--- src/rtl/spart_rx.sv ---
// rtl/spart_rx.sv - SPART serial receiver: 8N1 frame recovery with bus-readable status flags
module spart_rx #(
  parameter int OVERSAMPLE  = 16,
  parameter int SYNC_STAGES = 2
) (
  input  logic       clk,
  input  logic       rst,
  input  logic       enable,
  input  logic       rxd,
  input  logic [1:0] ioaddr,
  input  logic       iorw,
  output logic       rda,
  output logic [7:0] rx_data,
  output logic       framing_err,
  output logic       overrun
);

  localparam int TW = (OVERSAMPLE > 2) ? $clog2(OVERSAMPLE) : 1;
  localparam logic [TW-1:0] TICK_MID  = TW'(OVERSAMPLE / 2 - 1);
  localparam logic [TW-1:0] TICK_LAST = TW'(OVERSAMPLE - 1);

  typedef enum logic [1:0] {IDLE, START, DATA, STOP} state_t;

  state_t                 state_q, state_d;
  logic [SYNC_STAGES-1:0] sync_q, sync_d;
  logic [SYNC_STAGES:0]   vld_q, vld_d;
  logic                   rxs_prev_q, rxs_prev_d;
  logic [TW-1:0]          tick_q, tick_d;
  logic [2:0]             bit_q, bit_d;
  logic [7:0]             shift_q, shift_d;
  logic [7:0]             data_q, data_d;
  logic                   rda_q, rda_d;
  logic                   fe_q, fe_d;
  logic                   ovr_q, ovr_d;
  logic                   rxs, rd, armed, complete;

  assign rxs   = sync_q[SYNC_STAGES-1];
  assign rd    = (ioaddr == 2'b00) && iorw;
  // Reset-time 1s in the chain are not real line samples; ignore edges until they have flushed.
  assign armed = vld_q[SYNC_STAGES];

  always_comb begin
    sync_d     = {sync_q[SYNC_STAGES-2:0], rxd};
    vld_d      = {vld_q[SYNC_STAGES-1:0], 1'b1};
    rxs_prev_d = rxs;
    state_d    = state_q;
    tick_d     = tick_q;
    bit_d      = bit_q;
    shift_d    = shift_q;
    data_d     = data_q;
    rda_d      = rda_q;
    fe_d       = fe_q;
    ovr_d      = ovr_q;
    complete   = 1'b0;

    case (state_q)
      IDLE: begin
        if (armed && rxs_prev_q && !rxs) begin
          state_d = START;
          tick_d  = '0;
        end
      end
      START: begin
        if (enable) begin
          if (tick_q == TICK_MID) begin
            tick_d  = '0;
            bit_d   = '0;
            state_d = rxs ? IDLE : DATA;
          end else begin
            tick_d = tick_q + TW'(1);
          end
        end
      end
      DATA: begin
        if (enable) begin
          if (tick_q == TICK_LAST) begin
            tick_d  = '0;
            shift_d = {rxs, shift_q[7:1]};
            bit_d   = bit_q + 3'd1;
            if (bit_q == 3'd7) state_d = STOP;
          end else begin
            tick_d = tick_q + TW'(1);
          end
        end
      end
      STOP: begin
        if (enable) begin
          if (tick_q == TICK_LAST) begin
            tick_d   = '0;
            complete = 1'b1;
            state_d  = IDLE;
          end else begin
            tick_d = tick_q + TW'(1);
          end
        end
      end
      default: state_d = IDLE;
    endcase

    // A read landing on the completion cycle consumes the old byte, so no overrun.
    if (complete) begin
      data_d = shift_q;
      fe_d   = ~rxs;
      ovr_d  = rda_q && !rd;
      rda_d  = 1'b1;
    end else if (rd) begin
      rda_d = 1'b0;
      ovr_d = 1'b0;
    end
  end

  always_ff @(posedge clk) begin
    if (!rst) begin
      state_q    <= IDLE;
      sync_q     <= '1;
      vld_q      <= '0;
      rxs_prev_q <= 1'b1;
      tick_q     <= '0;
      bit_q      <= '0;
      shift_q    <= '0;
      data_q     <= '0;
      rda_q      <= 1'b0;
      fe_q       <= 1'b0;
      ovr_q      <= 1'b0;
    end else begin
      state_q    <= state_d;
      sync_q     <= sync_d;
      vld_q      <= vld_d;
      rxs_prev_q <= rxs_prev_d;
      tick_q     <= tick_d;
      bit_q      <= bit_d;
      shift_q    <= shift_d;
      data_q     <= data_d;
      rda_q      <= rda_d;
      fe_q       <= fe_d;
      ovr_q      <= ovr_d;
    end
  end

  assign rda         = rda_q;
  assign rx_data     = data_q;
  assign framing_err = fe_q;
  assign overrun     = ovr_q;

endmodule

--- config.mk ---
export PLATFORM = sky130hd
export DESIGN_NAME = spart_rx
export DESIGN_NICKNAME = d
export VERILOG_FILES = /design/src/rtl/spart_rx.sv
export SDC_FILE = /design/constraint.sdc
export NUM_CORES = 1
export LEC_CHECK = 0
export BUFFER_PORTS_ARGS = -buffer_cell sky130_fd_sc_hd__buf_4
export CORE_ASPECT_RATIO = 1.75
export CORE_UTILIZATION = 52
export CTS_BUF_LIST = sky130_fd_sc_hd__clkbuf_8
export CTS_CLUSTER_DIAMETER = 120
export CTS_CLUSTER_SIZE = 16
export DETAILED_ROUTE_END_ITERATION = 10
export PLACE_DENSITY = 0.76
export SETUP_SLACK_MARGIN = 0.3
export SLEW_MARGIN = 20
export SYNTH_ARGS = -nofsm -noshare
export SYNTH_HDL_FRONTEND = slang
export SYNTH_SLANG_ARGS = --single-unit
--- constraint.sdc ---
create_clock -name clk -period 1.6 [get_ports clk]
set_input_delay 0.32 -clock clk [delete_from_list [all_inputs] [get_ports clk]]
set_output_delay 0.32 -clock clk [all_outputs]
set_load 0.02 [all_outputs]
### Word-level counts from Yosys, hierarchy flattened

Index checks and enable logic that the tools add are counted.

* word-level logic and storage cells: 73
* output and inout port bits: 11
* flip-flop bits (word level): 34

* reductions and logical operators: 15
* bitwise operators: 1
* add/sub/neg operators: 2
* mux-type cells: 28
* equal/unequal tests: 15

Operators with widths (count)
* 4-bit two-way mux: 5
* 2-bit two-way mux: 9
* 2-bit != test (second input constant): 8
* 3-bit two-way mux: 4
* 4-bit case mux with 3 select lines: 1
* 2-bit case mux with 4 select lines: 1
* 8-bit AND reduction: 1
* 1-bit two-way mux: 7
* 3-bit case mux with 2 select lines: 1
* 3-bit AND reduction: 2
* 5-bit AND reduction: 1
* 4-bit by 1-bit adder with 4-bit output (second input constant): 1
* 2-bit equality test (second input constant): 2
* 4-bit by 3-bit equality test with 1-bit output (second input constant): 1
* 4-bit equality test (second input constant): 1
* 1-bit logical AND: 4
* 2-bit logical NOT: 2
* 2-bit nonzero test: 2
* 3-bit by 1-bit adder with 3-bit output (second input constant): 1
* 3-bit equality test (second input constant): 1
* 2-bit by 1-bit equality test with 1-bit output (second input constant): 1
* 1-bit logical NOT: 2
* 2-bit by 1-bit != test with 1-bit output (second input constant): 1
* 2-bit OR reduction: 1
* 1-bit NOT: 1

### Depth between registers and ports, before layout

Gate-level depths: netlist of the first run.

* depth in word-level cells: 5
* mapped depth: 6

### Worst setup path after synthesis of the first run

Ideal clock, no wire load.

* path kind: reg-to-reg
* start point: reg with a tool-made name
* end point: reg state_q[0]
* setup slack: 0.024 ns
* clock period less this slack: 1.576 ns
* cell stages (with the launch flop): 5
* required time: 1.530 ns
* arrival time: 1.506 ns
* setup time: 0.070 ns
* cell sequence: dfxtp_1 > buf_6 > o41a_1 > or4_1 > a21boi_1

RTL lines
* end signal, assigned: RTL line 126 `state_q <= state_d;`
* end, declared: RTL line 24 `state_t state_q, state_d;`

==> summary.md, run 1 <==
| Metric | Value |
|---|---|
| Run status | finished clean |
| Worst Path Arrival | 1.78 ns |
| DP HPWL | 1890 um |
| Final-report hold violation count | 0 |
| Initial core utilization | 56.2% |
| Max Buffers Root-to-Sink | 2 |
| Core area | 0.00252 mm2 |
| Routed len/inst | 16.1 um |
| Initial DRT Pass Iterations | 4 |
| Post-synth EDFFs | 0 |
| Fill count | 178 |
| Worst EP required | 1.81 ns |
| Post-synthesis simple-gate area fraction | 23.8% |
| Crit Path Max Fanout | 9 |
| Rows | 24 |
| Clock sinks | 34 |
| Cts hold-fix bufs | 0 |
| Fin Setup TNS | 0 ns |
| Gr usage total | 21.9% |
| Worst hold margin | 0.227 ns |
| Flops & latches, synth | 34 |
| Slew @ Worst Pin | 0.425 ns |
| Yosys top cell by area | dfxtp_1 |
| Worst r2r dst | state_q[0] |
| Routability cong. | 0.793 |
| Clock period minus worst slack | 1.56 ns |
| Nets | 183 |
| Die height | 71.0 um |
| CTS clk-pin slew, worst paths | 0.07 ns |
| Slew HR | 71.6% |
| Synth Instances | 138 |
| Distinct cells, synth | 35 |
| Clock latency on the worst-skew pair | 0.29 ns |
| R2r worst-path depth | 4 |
| Fin cells | 199 |
| Sequential share of the synthesized area | 48.1% |
| Max Cap Violations | 0 |
| Final setup violation count | 0 |
| Multiplexer share of the synthesized area | 12.0% |
| Nature of the critical path startpoint | flop |
| Layout Utilization | 76.2% |
| Setup crit end kind | flop |
| Placed cells | 179 |
| Via Count | 1122 |
| Pwr/cell area | 774 mW/mm2 |
| Syn Area/Cell | 10.3 um2 |
| Compound-Gate Fraction of Synth Area | 9.45% |
| Fmax | 640 MHz |
| Commonest non-fill, non-tap cell in the layout | buf_4 |
| CP Class | flop to flop |
| Synthesized Nets | 148 |
| Synth Warn # | 0 |
| I/O Pins | 18 |
| Commonest cells after routing, fill and taps aside | buf_4 (31), dfxtp_1 (26), mux2i_1 (17), nor2b_1 (17), nand2_1 (10) |
| Initial antenna violation count | 0 |
| Async SR Flop Fraction | 0% |
| Port bufs | 17 |
| First-pass GRT wire length | 4910 um |
| Post-route DRC | 0 |
| Main flop type after synthesis | dfxtp_1 |
| Max-slew violations | 0 |
| Min-Delay Path Class | primary input to flop |
| Synth top area share | 48.1% |
| Die area | 0.00294 mm2 |
| Vias in the first global route | 1140 |
| Leakage power | 0.701 nW |
| Reg-to-reg slack, setup | 0.04 ns |
| Synth-to-layout area growth | 35.8% |
| Antenna diodes | 0 |
| Largest family of logic cells by synthesized area | simple AND/OR/NAND/NOR gates |
| Worst IR Drop VDD | 0.964 mV |
| Xor/xnor share of the synthesized area | 0.618% |
| H-tree levels | 2 |
| Unrepaired setup endpoints after global routing | yes |
| Syn Std Cell Area | 0.00142 mm2 |
| Post-Synth Adder-Cell Area | 2.65% |
| Part of the cycle the worst path needs | 97.7% |
| CTS root buffer | clkbuf_8 |
| Die width | 41.5 um |
| Detail Route Antenna Nets | 0 |
| Cts bufs inserted | 5 |
| DR vias/cell | 5.64 |
| Drt first-iter violations | 17 |
| Ranking of synthesized cells by area | dfxtp_1 (48%), mux2i_1 (12%), nor2b_1 (7.5%) |
| Final wirelength | 3210 um |
| Worst clock skew | 0.00726 ns |
| Proportion of layout cells with a drive suffix above 1 | 38.7% |
| Largest net degree at the start of global routing | 35 |
| Total gr overflow | 0 |
| CTS tree | yes |
| Critical path endpoint | state_q[0] |
==> how the worst min path moves through the flow <==
stage / start / end / cells past startpoint
after floorplan: rst / vld_q[0] / 0
after global placement: sync_q[0] / sync_q[1] / 1
after detailed placement: sync_q[0] / sync_q[1] / 1
after CTS: rxd / sync_q[0] / 2
after global routing: rxd / sync_q[0] / 2
final: rxd / sync_q[0] / 2
==> critical path: stages (launching register included) <==
cell and delay [ns]:
dfxtp_4 0.38, nor2_1 0.36, nor3_2 0.12, or4_1 0.48, a21boi_1 0.14
==> metrics by stage <==
step / worst slack [ns] / cell area, um2 / power (mW)
2_1_floorplan: 0.150 / 1470 / 0.905
3_3_place_gp: 0.0194 / 1630 / 0.926
3_5_place_dp: -0.0493 / 1630 / 0.928
4_1_cts: 0.0733 / 1840 / 1.50
5_1_grt: -0.0152 / 1920 / 1.55
6_report: 0.0371 / 1920 / 1.49
==> state kept, by name, indices dropped and copies added (netlist names), named ones only <==
register	count
framing_err	1
overrun	1
vld_q	3
rxs_prev_q	1
bit_q	3
shift_q	8
rx_data	8
rda	1
tick_q	4
sync_q	2
state_q	1
==> cell type report <==
cell class / instances / area, um2 / share of cell area, %
repair buffers: 35 / 300 / 15.6
clock inverters: 2 / 7.51 / 0.390
well taps: 26 / 32.5 / 1.69
inverters: 3 / 11.3 / 0.586
clock buffers: 5 / 68.8 / 3.58
multi-input cells: 94 / 805 / 41.8
flip-flops and latches: 34 / 698 / 36.3
==> kinds of logic after synthesis <==
| family | count (synthesis) |
|---|---|
| xor gates and xnor gates | 1 |
| DFF | 34 |
| AOI/OAI and AO/OA | 18 |
| and+or+nand+nor | 55 |
| adders and majority gates | 3 |
| muxes | 17 |
| buffers and inverters | 10 |
==> Yosys cell counts (2+ instances only) <==
master / count
nand4_1: 2
or4b_1: 3
mux2i_1: 17
and2_1: 3
nor2_1: 5
clkbuf_1: 3
nand2_1: 11
nor2b_1: 17
a21boi_0: 6
inv_1: 3
o21ai_0: 4
o211ai_1: 2
ha_1: 3
buf_2: 3
dfxtp_1: 34
nand2b_1: 3
==> power breakdown <==
group | internal (mW) | switching (mW)
clock network | 0.286 | 0.290
registers | 0.850 | 0.00406
logic | 0.0311 | 0.0280
==> metal layers <==
metal	vias to the layer above	track usage (%)	routed length (um)
met1	548	22.2	1260
met3	6	6.12	85
met5	-	0	0
met2	19	37.7	1780
li1	549	-	-
met4	0	15.1	81
==> timing repair <==
action | CTS | global route
setup endpoints to repair | 25 | 28
resized for setup | 18 | 11
pin swaps | 8 | 3
buffers inserted | 10 | 2
cloned | 0 | 1
Power figures use the tool's default switching activity.
==> inputs of run 2 (changes only) <==
--- a/config.mk
+++ b/config.mk
@@ -7,12 +7,11 @@
 export LEC_CHECK = 0
 export BUFFER_PORTS_ARGS = -buffer_cell sky130_fd_sc_hd__buf_4
 export CORE_ASPECT_RATIO = 1.75
-export CORE_UTILIZATION = 52
+export CORE_UTILIZATION = 42
 export CTS_BUF_LIST = sky130_fd_sc_hd__clkbuf_8
 export CTS_CLUSTER_DIAMETER = 120
 export CTS_CLUSTER_SIZE = 16
 export DETAILED_ROUTE_END_ITERATION = 10
-export PLACE_DENSITY = 0.76
 export SETUP_SLACK_MARGIN = 0.3
 export SLEW_MARGIN = 20
 export SYNTH_ARGS = -nofsm -noshare
==> run 2 against run 1 <==
Compared with the run above: clock power increased by 27%; non-clock buffer count decreased by 2; combinational power decreased by 5.4%; register-to-register slack improved by 0.02 ns; critical path depth unchanged; core utilization decreased by 16 points; largest power group unchanged; final area decreased by 0.72%; global-route usage decreased by 4.1 points.
==> summary.md, run 2 (synthesis results as in run 1) <==
| Metric | Value |
|---|---|
| CTS clk-pin slew, worst paths | 0.07 ns (about the same) |
| Commonest cells after routing, fill and taps aside | buf_4 (31), dfxtp_1 (26), mux2i_1 (17), nor2b_1 (17), nand2_1 (11) |
| Max Buffers Root-to-Sink | 2 (unchanged) |
| Proportion of layout cells with a drive suffix above 1 | 37.8% (-0.94 points) |
| Crit Path Max Fanout | 8 (-1) |
| Die width | 45.9 um (+11%) |
| Clock sinks | 34 (unchanged) |
| Nets | 181 (-1.1%) |
| Drt first-iter violations | 8 (-9) |
| Pwr/cell area | 860 mW/mm2 (+11%) |
| DR vias/cell | 5.06 (-10%) |
| Layout Utilization | 60.1% (-16 points) |
| I/O Pins | 18 (unchanged) |
| Dpl cell area | 0.00166 mm2 (+1.8%) |
| Detail Route Antenna Nets | 0 (unchanged) |
| Slew HR | 79.5% (+7.9 points) |
| First-pass GRT wire length | 4630 um (-5.6%) |
| Total gr overflow | 0 (unchanged) |
| Routed len/inst | 13.7 um (-15%) |
| Nature of the critical path startpoint | flop |
| Run status | finished clean |
| Final setup violation count | 0 (unchanged) |
| Initial core utilization | 44.6% (-12 points) |
| Rows | 27 (+13%) |
| H-tree levels | 2 (unchanged) |
| Leakage power | 0.691 nW (-1.4%) |
| Vias in the first global route | 1043 (-8.5%) |
| Worst clock skew | 0.00527 ns (-0.00199 ns) |
| DP HPWL | 1840 um (-2.6%) |
| CTS tree | yes |
| Worst IR Drop VDD | 0.776 mV (-19%) |
| Setup crit end kind | flop |
| Initial antenna violation count | 0 (unchanged) |
| Max-slew violations | 0 (unchanged) |
| Synth-to-layout area growth | 34.8% |
| Port bufs | 17 (unchanged) |
| Fin Setup TNS | 0 ns (unchanged) |
| Final-report hold violation count | 0 (unchanged) |
| Via Count | 1087 (-3.1%) |
| CTS root buffer | clkbuf_8 |
| Fill count | 298 (+67%) |
| Gr usage total | 17.8% (-4.1 points) |
| Min-Delay Path Class | primary input to flop |
| Die height | 78.8 um (+11%) |
| Max Cap Violations | 0 (unchanged) |
| Largest net degree at the start of global routing | 35 (unchanged) |
| Post-route DRC | 0 (unchanged) |
| Slew @ Worst Pin | 0.306 ns (-0.119 ns) |
| Core area | 0.00318 mm2 (+26%) |
| Fmax | 646 MHz (+1.0%) |
| Worst EP required | 1.82 ns (about the same) |
| Clock latency on the worst-skew pair | 0.28 ns (about the same) |
| Cts hold-fix bufs | 0 (unchanged) |
| Placed cells | 197 (+10%) |
| Finished Cell Area | 0.00191 mm2 (-0.72%) |
| Final wirelength | 2940 um (-8.3%) |
| Clock period minus worst slack | 1.55 ns (-0.0157 ns) |
| Initial DRT Pass Iterations | 4 (unchanged) |
| Unrepaired setup endpoints after global routing | yes |
| Die area | 0.00362 mm2 (+23%) |
| Part of the cycle the worst path needs | 96.7% (-0.98 points) |
| Routability cong. | 0.913 (+15%) |
| Fin cells | 215 (+8.0%) |
| Cts bufs inserted | 5 (unchanged) |
| CP Class | flop to flop |
| Antenna diodes | 0 (unchanged) |
| Worst Path Arrival | 1.77 ns (about the same) |
| Commonest non-fill, non-tap cell in the layout | buf_4 |
==> run 2: layout make-up <==
cell class                      count  area [um2]  area share, %
Clock buffer                        8         110           5.77
Inverter                            3        11.3          0.590
Multi-Input combinational cell     94         776           40.6
Sequential cell                    34         701           36.7
Tap cell                           43        53.8           2.82
Timing Repair Buffer               33         258           13.5
==> run 2: report_power, final <==
part	switching, mW	internal (mW)
logic	0.0257	0.0302
registers	0.00433	0.848
clock network	0.299	0.434
total	0.329	1.31
==> run 2: final timing paths <==
path                                  from         to  slack [ns]  cells after the start
worst min-delay path                   rxd  sync_q[0]        0.22                      2
worst min register to register   sync_q[0]  sync_q[1]        0.41                      1
worst max register to register  state_q[0]   bit_q[2]        0.05                      4
worst max-delay path            state_q[0]   bit_q[2]        0.05                      4
==> run 2: per-stage QoR <==
| step | hold WS (ns) | power, mW | setup slack, ns |
|---|---|---|---|
| after floorplan | 0.348 | 0.905 | 0.150 |
| after global placement | 0.388 | 0.926 | 0.0265 |
| after detailed placement | 0.395 | 0.927 | -0.0129 |
| after CTS | 0.211 | 1.67 | 0.0639 |
| after global routing | 0.211 | 1.71 | 0.00414 |
| final | 0.220 | 1.64 | 0.0528 |
==> run 2: timing repair <==
action | 4_1_cts | 5_1_grt
resized for setup | 10 | 11
setup buffers | 5 | 5
pin swaps | 4 | 4
hold endpoints to repair | 0 | 0
endpoints found under the setup margin | 24 | 25
==> run 2: metal layers <==
| layer | track usage [%] | wire, um | vias up |
|---|---|---|---|
| met5 | 0 | 0 | - |
| met4 | 9.71 | 72 | 0 |
| met3 | 4.09 | 76 | 7 |
| met2 | 31.8 | 1630 | 17 |
| met1 | 17.4 | 1160 | 517 |
| li1 | - | - | 546 |
==> run 2: worst max-delay path, stage by stage, from the launching register on <==
cell and delay [ns]:
dfxtp_4 0.37, and3b_2 0.28, o2111ai_4 0.15, or4b_1 0.56, a21boi_1 0.13
